File: config.mk
export PLATFORM = sky130hd
export DESIGN_NAME = router_dst_fifo
export DESIGN_NICKNAME = d
export VERILOG_FILES = /design/src/rtl/router_pkg.sv /design/src/rtl/router_dst_timeout.sv /design/src/rtl/router_dst_fifo.sv
export SDC_FILE = /design/constraint.sdc
export NUM_CORES = 1
export LEC_CHECK = 0
export CAP_MARGIN = 20
export CELL_PAD_IN_SITES_DETAIL_PLACEMENT = 1
export CELL_PAD_IN_SITES_GLOBAL_PLACEMENT = 1
export CORE_ASPECT_RATIO = 1.4
export CORE_MARGIN = 1
export CORE_UTILIZATION = 40
export DETAILED_ROUTE_END_ITERATION = 16
export GPL_ROUTABILITY_DRIVEN = 0
export GPL_TIMING_DRIVEN = 0
export PLACE_DENSITY_LB_ADDON = 0.1
export SYNTH_ARGS = -nofsm -noshare
export SYNTH_HDL_FRONTEND = slang
export SYNTH_SLANG_ARGS = --single-unit
File: constraint.sdc
create_clock -name clock -period 3.7 [get_ports clock]
set_input_delay 0.37 -clock clock [delete_from_list [all_inputs] [get_ports clock]]
set_output_delay 0.37 -clock clock [all_outputs]
set_load 0.05 [all_outputs]
File: src/rtl/router_pkg.sv
`default_nettype none
// ============================================================================
// Module      : router_pkg
// Description : Shared types, header-field positions and helpers for the
//               router destination-side blocks.
// Revision    : 1.0 - initial release
// ============================================================================
package router_pkg;

    // Header length field position inside the header byte
    localparam int HDR_LEN_MSB     = 7;
    localparam int HDR_LEN_LSB     = 2;
    localparam int DEFAULT_TIMEOUT = 30;

    // One FIFO slot: header marker plus the stored byte
    typedef struct packed {
        logic       hdr;
        logic [7:0] data;
    } fifo_entry_t;

    // Bytes still to come after a header: payload length plus parity byte
    function automatic logic [6:0] hdr_remaining(
        input logic [HDR_LEN_MSB-HDR_LEN_LSB:0] len
    );
        return 7'(len) + 7'd1;
    endfunction

endpackage : router_pkg
`default_nettype wire

File: src/rtl/router_dst_timeout.sv
`default_nettype none
// ============================================================================
// Module      : router_dst_timeout
// Description : Counts consecutive cycles in which the FIFO holds data but
//               the destination does not read. On the cycle the count would
//               pass TIMEOUT-1, o_expire requests a flush and o_soft_reset
//               pulses for one cycle afterwards.
// Revision    : 1.0 - initial release
// ============================================================================
module router_dst_timeout #(
    parameter int TIMEOUT = 30
) (
    input  logic clock,
    input  logic reset,
    input  logic i_vld,
    input  logic i_read_enb,
    output logic o_expire,
    output logic o_soft_reset
);

    localparam int TW = $clog2(TIMEOUT) + 1;

    logic [TW-1:0] r_count;
    logic          r_soft_reset;

    // Flush request: data waiting, no read, and the limit reached this cycle
    assign o_expire     = i_vld && !i_read_enb && (r_count == TW'(TIMEOUT - 1));
    assign o_soft_reset = r_soft_reset;

    // Unread-cycle counter and the one-cycle soft reset pulse
    always_ff @(posedge clock or posedge reset) begin
        if (reset) begin
            r_count      <= '0;
            r_soft_reset <= 1'b0;
        end else begin
            r_soft_reset <= o_expire;
            if (o_expire || i_read_enb || !i_vld) begin
                r_count <= '0;
            end else begin
                r_count <= r_count + TW'(1);
            end
        end
    end

endmodule : router_dst_timeout
`default_nettype wire

File: src/rtl/router_dst_fifo.sv
`default_nettype none
// ============================================================================
// Module      : router_dst_fifo
// Description : Per-destination output buffer. Stores {header flag, byte}
//               entries from the router core, presents them to the
//               destination reader with one cycle read latency, tracks packet
//               boundaries to flag the parity byte, and flushes itself when
//               the reader stalls for TIMEOUT cycles.
//               Optional overflow flag: define ROUTER_DST_FIFO_OVF_EN.
// Revision    : 1.0 - initial release
// ============================================================================
module router_dst_fifo
    import router_pkg::*;
#(
    parameter int DEPTH   = 16,
    parameter int TIMEOUT = DEFAULT_TIMEOUT
) (
    input  logic       clock,
    input  logic       reset,
    input  logic       write_enb,
    input  logic       lfd_state,
    input  logic [7:0] data_in,
    input  logic       read_enb,
    output logic [7:0] data_out,
    output logic       vld_out,
    output logic       full,
    output logic       empty,
    output logic       soft_reset,
    output logic       pkt_last
`ifdef ROUTER_DST_FIFO_OVF_EN
    ,
    output logic       ovf_err
`endif
);

    localparam int AW = $clog2(DEPTH);
    localparam int PW = AW + 1;

    fifo_entry_t r_mem [DEPTH];
    logic [PW-1:0] r_wr_ptr;
    logic [PW-1:0] r_rd_ptr;
    logic [6:0]    r_remaining;
    logic [7:0]    r_data_out;
    logic          r_pkt_last;

    logic          w_full;
    logic          w_empty;
    logic          w_expire;
    logic          w_wr_acc;
    logic          w_rd_acc;
    fifo_entry_t   w_wr_entry;
    fifo_entry_t   w_rd_entry;

    // Same slot index with opposite wrap bits means a full lap ahead
    assign w_full  = (r_wr_ptr[AW-1:0] == r_rd_ptr[AW-1:0]) && (r_wr_ptr[AW] != r_rd_ptr[AW]);
    assign w_empty = (r_wr_ptr == r_rd_ptr);

    // The flush cycle swallows any transfer
    assign w_wr_acc = write_enb && !w_full  && !w_expire;
    assign w_rd_acc = read_enb  && !w_empty && !w_expire;

    assign w_wr_entry.hdr  = lfd_state;
    assign w_wr_entry.data = data_in;
    assign w_rd_entry      = r_mem[r_rd_ptr[AW-1:0]];

    assign full     = w_full;
    assign empty    = w_empty;
    assign vld_out  = !w_empty;
    assign data_out = r_data_out;
    assign pkt_last = r_pkt_last;

    router_dst_timeout #(
        .TIMEOUT      (TIMEOUT)
    ) u_timeout (
        .clock        (clock),
        .reset        (reset),
        .i_vld        (!w_empty),
        .i_read_enb   (read_enb),
        .o_expire     (w_expire),
        .o_soft_reset (soft_reset)
    );

    // Storage array; contents are left as-is by reset and flush
    always_ff @(posedge clock) begin
        if (w_wr_acc) begin
            r_mem[r_wr_ptr[AW-1:0]] <= w_wr_entry;
        end
    end

    // Read/write pointers, cleared by reset or timeout flush
    always_ff @(posedge clock or posedge reset) begin
        if (reset) begin
            r_wr_ptr <= '0;
            r_rd_ptr <= '0;
        end else if (w_expire) begin
            r_wr_ptr <= '0;
            r_rd_ptr <= '0;
        end else begin
            if (w_wr_acc) begin
                r_wr_ptr <= r_wr_ptr + PW'(1);
            end
            if (w_rd_acc) begin
                r_rd_ptr <= r_rd_ptr + PW'(1);
            end
        end
    end

    // Registered read data and packet-boundary tracking
    always_ff @(posedge clock or posedge reset) begin
        if (reset) begin
            r_data_out  <= 8'h00;
            r_pkt_last  <= 1'b0;
            r_remaining <= 7'd0;
        end else if (w_expire) begin
            r_data_out  <= 8'h00;
            r_pkt_last  <= 1'b0;
            r_remaining <= 7'd0;
        end else if (w_rd_acc) begin
            r_data_out <= w_rd_entry.data;
            if (w_rd_entry.hdr) begin
                // A header always restarts tracking, even mid-packet
                r_remaining <= hdr_remaining(w_rd_entry.data[HDR_LEN_MSB:HDR_LEN_LSB]);
                r_pkt_last  <= 1'b0;
            end else begin
                r_pkt_last <= (r_remaining == 7'd1);
                if (r_remaining != 7'd0) begin
                    r_remaining <= r_remaining - 7'd1;
                end
            end
        end
    end

`ifdef ROUTER_DST_FIFO_OVF_EN
    logic r_ovf_err;

    assign ovf_err = r_ovf_err;

    // Sticky overflow flag, cleared only by reset or a timeout flush
    always_ff @(posedge clock or posedge reset) begin
        if (reset) begin
            r_ovf_err <= 1'b0;
        end else if (w_expire) begin
            r_ovf_err <= 1'b0;
        end else if (write_enb && w_full) begin
            r_ovf_err <= 1'b1;
        end
    end
`endif

endmodule : router_dst_fifo
`default_nettype wire

=== Yosys cells after proc, flatten, opt, wreduce, memory -nomap -nowiden ===
Memories as Yosys holds them, arrays and structs flattened.
Index checks and enable logic that the tools add are counted.

* Bits in registers: 33
* Bits in writable memories: 144
* Input port bits: 13
* Output and inout port bits: 13
* Memories kept: 1

{| class="wikitable"
|+ Memories
! name !! words !! width !! read ports !! clocked after memory_dff !! wr ports !! line !! text
|-
| r_mem || 16 || 9 || 1 || 0 || 1 || router_dst_fifo.sv:39 || <nowiki>fifo_entry_t r_mem [DEPTH];</nowiki>
|}

* Eq/ne operators: 5
* Reductions and logical operators: 18
* Muxes and demuxes: 16
* Add/sub/neg operators: 5

{| class="wikitable"
|+ Operator list
! kind !! count
|-
| 2-to-1 mux 7 bit || 4
|-
| 2-to-1 mux 5 bit || 4
|-
| 2-to-1 mux 8 bit || 2
|-
| adder 5 x 1 -> 5 bit, second input constant || 2
|-
| adder 6 x 1 -> 7 bit, second input constant || 1
|-
| equality test 7 x 1 -> 1 bit, second input constant || 1
|-
| logical AND 1 bit || 7
|-
| nonzero test 7 bit || 1
|-
| subtractor 7 x 1 -> 7 bit, second input constant || 1
|-
| adder 6 x 1 -> 6 bit, second input constant || 1
|-
| equality test 6 x 5 -> 1 bit, second input constant || 1
|-
| 2-to-1 mux 6 bit || 1
|-
| equality test 5 bit || 1
|-
| 2-to-1 mux 1 bit || 5
|-
| equality test 4 bit || 1
|-
| logical NOT 1 bit || 4
|-
| nonzero test 2 bit || 2
|-
| nonzero test 3 bit || 1
|-
| logical OR 1 bit || 2
|-
| AND reduction 2 bit || 1
|-
| inequality test 1 bit || 1
|}

=== Depth between registers and ports, before layout ===
* Word-level depth: 8
* Gate-level depth with buffers: 10

=== Cells and area by module ===
From an unflattened synthesis, not the netlist that was laid out.

* Cells, all modules: 446
* Area total of the unflattened synthesis: 7479.7 sq um

{| class="wikitable"
|+ Modules (own cells, without submodules)
! module !! instances !! cells an instance !! seq. area each (sq um) !! area an instance (sq um)
|-
| router_dst_fifo || 1 || 416 || 4974.8 || 7155.6
|-
| router_dst_timeout || 1 || 30 || 175.2 || 324.1
|}

=== Worst setup path before layout ===
No wires, ideal clock.

* Kind: reg2reg
* From: reg r_rd_ptr[0]
* To: mem r_mem[0][0] (netlist name), enable pin
* Stages on the path, launching flop included: 9
* Library setup time: 0.387 ns
* Path buffers: 2
* Path slack: 0.952 ns
* Arrival: 2.361 ns
* Cells stage by stage: dfrtp_1 -> buf_6 -> buf_12 -> xnor2_1 -> and4_4 -> a21boi_1 -> nor2b_1 -> nand2_1 -> nor3_1

* Word-level cells in the longest chain between the ends: 8
* Elaborated cells between the ends (all ways): 12
* Classes of those cells: eq/ne (2); mux (2); reduce/logical (8)

{| class="wikitable"
|+ RTL lines
! item !! line !! text
|-
| from (decl) || router_dst_fifo.sv:41 || <nowiki>logic [PW-1:0] r_rd_ptr;</nowiki>
|-
| from (signal assigned) || router_dst_fifo.sv:103 || <nowiki>r_rd_ptr <= r_rd_ptr + PW'(1);</nowiki>
|-
| equality test 5 bit || router_dst_fifo.sv:56 || <nowiki>assign w_empty = (r_wr_ptr == r_rd_ptr);</nowiki>
|-
| logical NOT 1 bit || router_dst_fifo.sv:77 || <nowiki>.i_vld (!w_empty),</nowiki>
|-
| logical AND 1 bit (2 in a row) || router_dst_timeout.sv:27 || <nowiki>assign o_expire = i_vld && !i_read_enb && (r_count == TW'(TIMEOUT - 1));</nowiki>
|-
| logical NOT 1 bit || router_dst_fifo.sv:59 || <nowiki>assign w_wr_acc = write_enb && !w_full && !w_expire;</nowiki>
|-
| logical AND 1 bit * || router_dst_fifo.sv:59 ||
|-
| 2-to-1 mux 1 bit * || router_dst_fifo.sv:85 || <nowiki>if (w_wr_acc) begin</nowiki>
|-
| 2-to-1 mux 1 bit (implied by the code) * || router_dst_fifo.sv:86 || <nowiki>r_mem[r_wr_ptr[AW-1:0]] <= w_wr_entry;</nowiki>
|-
| to (decl) || router_dst_fifo.sv:39 ||
|}

Every way passes the cells marked *; elsewhere a longest branch is shown, timed or not.

=== Worst setup path after layout ===
* From: reg r_rd_ptr[0]
* To: mem r_mem[12][6] (netlist name), enable pin

The elaborated chain is that of the path after synthesis.

==> results_dict.tcl <==
set metrics [dict create \
    grt_pass1_wl_um 27720 \
    synth_nets 465 \
    port-buffer-count 25 \
    start_util 0.4077 \
    synth_top_cell_by_area "edfxtp_1" \
    io_pins 26 \
    syn_area_um2 7553 \
    place_hpwl_um 13180 \
    grt_util_all_layers 0.2017 \
    drive_above_1_share 0.1977 \
    dieArea_um2 19450 \
    leakage_nw 3.126 \
    coreArea_um2 18530 \
    numCtsBuffers 17 \
    grt_overflow_total 0 \
    first_iter_violations 181 \
    multi_input_area_um2 2213 \
    cts_hold_buffers 0 \
    clockBufferDepth 2 \
    r2r_cells 9 \
    wl_per_cell_um 24.20 \
    drc_errors 0 \
    dp.cells 726 \
    hold_class "input pin to async pin" \
    fin_ws_ns 0.5042 \
    drv_cap 0 \
    fin_area_um2 8917 \
    crit_chain "buf_6 -> buf_12 -> xnor2_1 -> and4_4 -> a21boi_1 -> nor2b_1 -> nand2_1 -> nor2_1 -> buf_6" \
    synth_top_area_share 0.5725 \
    run_status "finished clean" \
    crit_path_max_fanout 10 \
    fmax_mhz 312.9 \
    r2r-start "r_rd_ptr[0]" \
    end_kind "flip-flop" \
    regArea_um2 5150 \
    layout_common_cells "edfxtp_1, nor2_1, dfrtp_1" \
    clk_pin_slew_ns 0.07 \
    crit_path_frequent_cell "buf_6" \
    dieHeight_um 164.6 \
    dp_slack_ns 0.1852 \
    ys_types 64 \
    power.switching_w 0.002581 \
    ys_seq_area_frac 0.6818 \
    cp.arrival_ns 3.34 \
    startpoint "r_rd_ptr[0]" \
    first_pass_iters 4 \
    rsz0062_at_grt "false" \
    final_common_cell "edfxtp_1" \
    intPower_w 0.004729 \
    ant_nets 0 \
    setup_viol 0 \
    max-vdd-ir-drop_mv 0.3563 \
    tightest_slew_ns 0.7659 \
    grt_pass1_vias 4408 \
    postLayoutCoreUtil 0.4813 \
    pwr-share-comb 0.388 \
    dieWidth_um 118.1 \
    fin_nets 526 \
    grt_max_degree 20 \
    rows 59 \
    yosys_warnings 0 \
    max-slew-margin-rel 0.4875 \
    cellPowerDensity_nw_per_um2 819.8 \
    setup.worst_path.class "flip-flop to flip-flop" \
    vias_per_cell 5.470 \
    swShare 0.3531 \
    worst_setup_path_start_kind "flip-flop" \
    power.share.clock 0.250 \
    synth_seq_cells 177 \
    async_reset_ff_frac 0.1864 \
    area_growth_pct 18.06 \
    ctsResizeCount 0 \
    synth_edf_count 144 \
    timing.final.crit_share 0.8637 \
    syn_inst 442 \
    grt_antenna_before_repair 0 \
    root_buffer "clkbuf_16" \
    cts_setup_buffers 0 \
    place_area_um2 8307 \
    antennaDiodeCount 0 \
    avgSynthCellArea_um2 17.09 \
    synth_area_leaders "edfxtp_1, dfrtp_1, mux4_2" \
    synth_flop_cell "edfxtp_1" \
    cts_tree "built" \
    final_cells 760 \
    finalWirelength_um 18390 \
    fillers 1761 \
    power_frac_seq 0.362 \
    min_period_ns 3.196 \
    cts-htree-levels 4 \
    hold_viol_final 0 \
    fin_worst_skew_ns 0.01239 \
    cp_slowest_stage_delay_ns 0.63 \
    finalMaxSlewViolations 0 \
    rrSetupSlack_ns 0.50 \
    cts_num_sinks 177 \
    required_ns 3.84 \
    clkLatencyLatePin_ns 0.43 \
    slowest_stage "nor2_1" \
    vias 4157 \
    fin_setup_tns_ns 0 \
]
-- power groups by stage --
stage               combinational [W]  clock (W)  sequential (W)
floorplan                     0.00185          0         0.00279
global placement              0.00276          0         0.00268
detailed placement            0.00287          0         0.00269
CTS                           0.00288    0.00187         0.00265
global route                  0.00307    0.00194         0.00268
finish                        0.00283    0.00183         0.00265
-- worst paths after layout --
path	end
min	r_remaining[5]
max reg2reg	r_mem[12][6]
max in group asynchronous	data_out[0]
min in group clock	pkt_last
max	r_mem[12][6]
min reg2reg	pkt_last
-- worst max-delay path, delay by kind of cell (launching register included) --
family / cells / cell delay, ns
buffers and inverters: 3 / 0.53
xor gates and xnor gates: 1 / 0.14
and+or+nand+nor: 4 / 1.36
DFF: 1 / 0.41
AOI/OAI and AO/OA: 1 / 0.46
-- registers in the layout (all words and copies together), names as in the netlist --
register and count:
r_wr_ptr 5, r_rd_ptr 5, u_timeout.r_count 6, pkt_last 1, u_timeout.o_soft_reset 1, r_remaining 7
data_out 8, r_mem 144
-- synthesized netlist by cell type (4+ instances only) --
cell type and n:
nor2_1 34, xor2_1 7, o21ai_0 7, nand3_1 8, nand2b_1 9, clkbuf_1 4, inv_1 10, o22ai_1 4
a22o_1 7, edfxtp_1 144, mux4_1 10, nand2_1 25, a21oi_1 5, a31oi_1 4, buf_2 4, a22oi_1 4
mux2i_1 7, mux4_2 26, xnor2_1 11, ha_1 10, nor3_1 6, dfrtp_1 33
-- logic make-up (layout without fill, tap and decap cells) --
| family | after synthesis | after routing | synth area share |
|---|---|---|---|
| buffers and inverters | 31 | 105 | 0.02783 |
| adder cells (fa/ha/maj) | 10 | 10 | 0.01656 |
| AO/OA/AOI/OAI | 54 | 54 | 0.05814 |
| multiplexers | 45 | 45 | 0.1246 |
| AND/OR/NAND/NOR | 107 | 107 | 0.07024 |
| flip-flops | 177 | 177 | 0.6818 |
| XOR/XNOR | 18 | 18 | 0.02087 |
-- routing by layer --
metal,up-vias,share of wire,global-route usage
li1,1867,-,-
met1,2213,0.42,0.2331
met2,64,0.55,0.3773
met3,13,0.025,0.04420
met4,0,0.0083,0.05070
met5,-,0,0
-- cell type report --
type	count	area share
timing repair buffer	42	0.05009
sequential	177	0.5775
inverter	11	0.004630
clock inverter	14	0.01824
buffer	20	0.01894
clock buffer	18	0.04813
multi-input combinational	234	0.2482
tap	244	0.03424
-- per-stage QoR --
stage | power, W | hold slack (ns)
6_report | 0.007310 | 0.3395
5_1_grt | 0.007683 | 0.3785
4_1_cts | 0.007397 | 0.3530
3_5_place_dp | 0.005562 | 0.4730
3_3_place_gp | 0.005435 | 0.4594
2_1_floorplan | 0.004644 | 0.4608
Power figures use the tool's default switching activity.
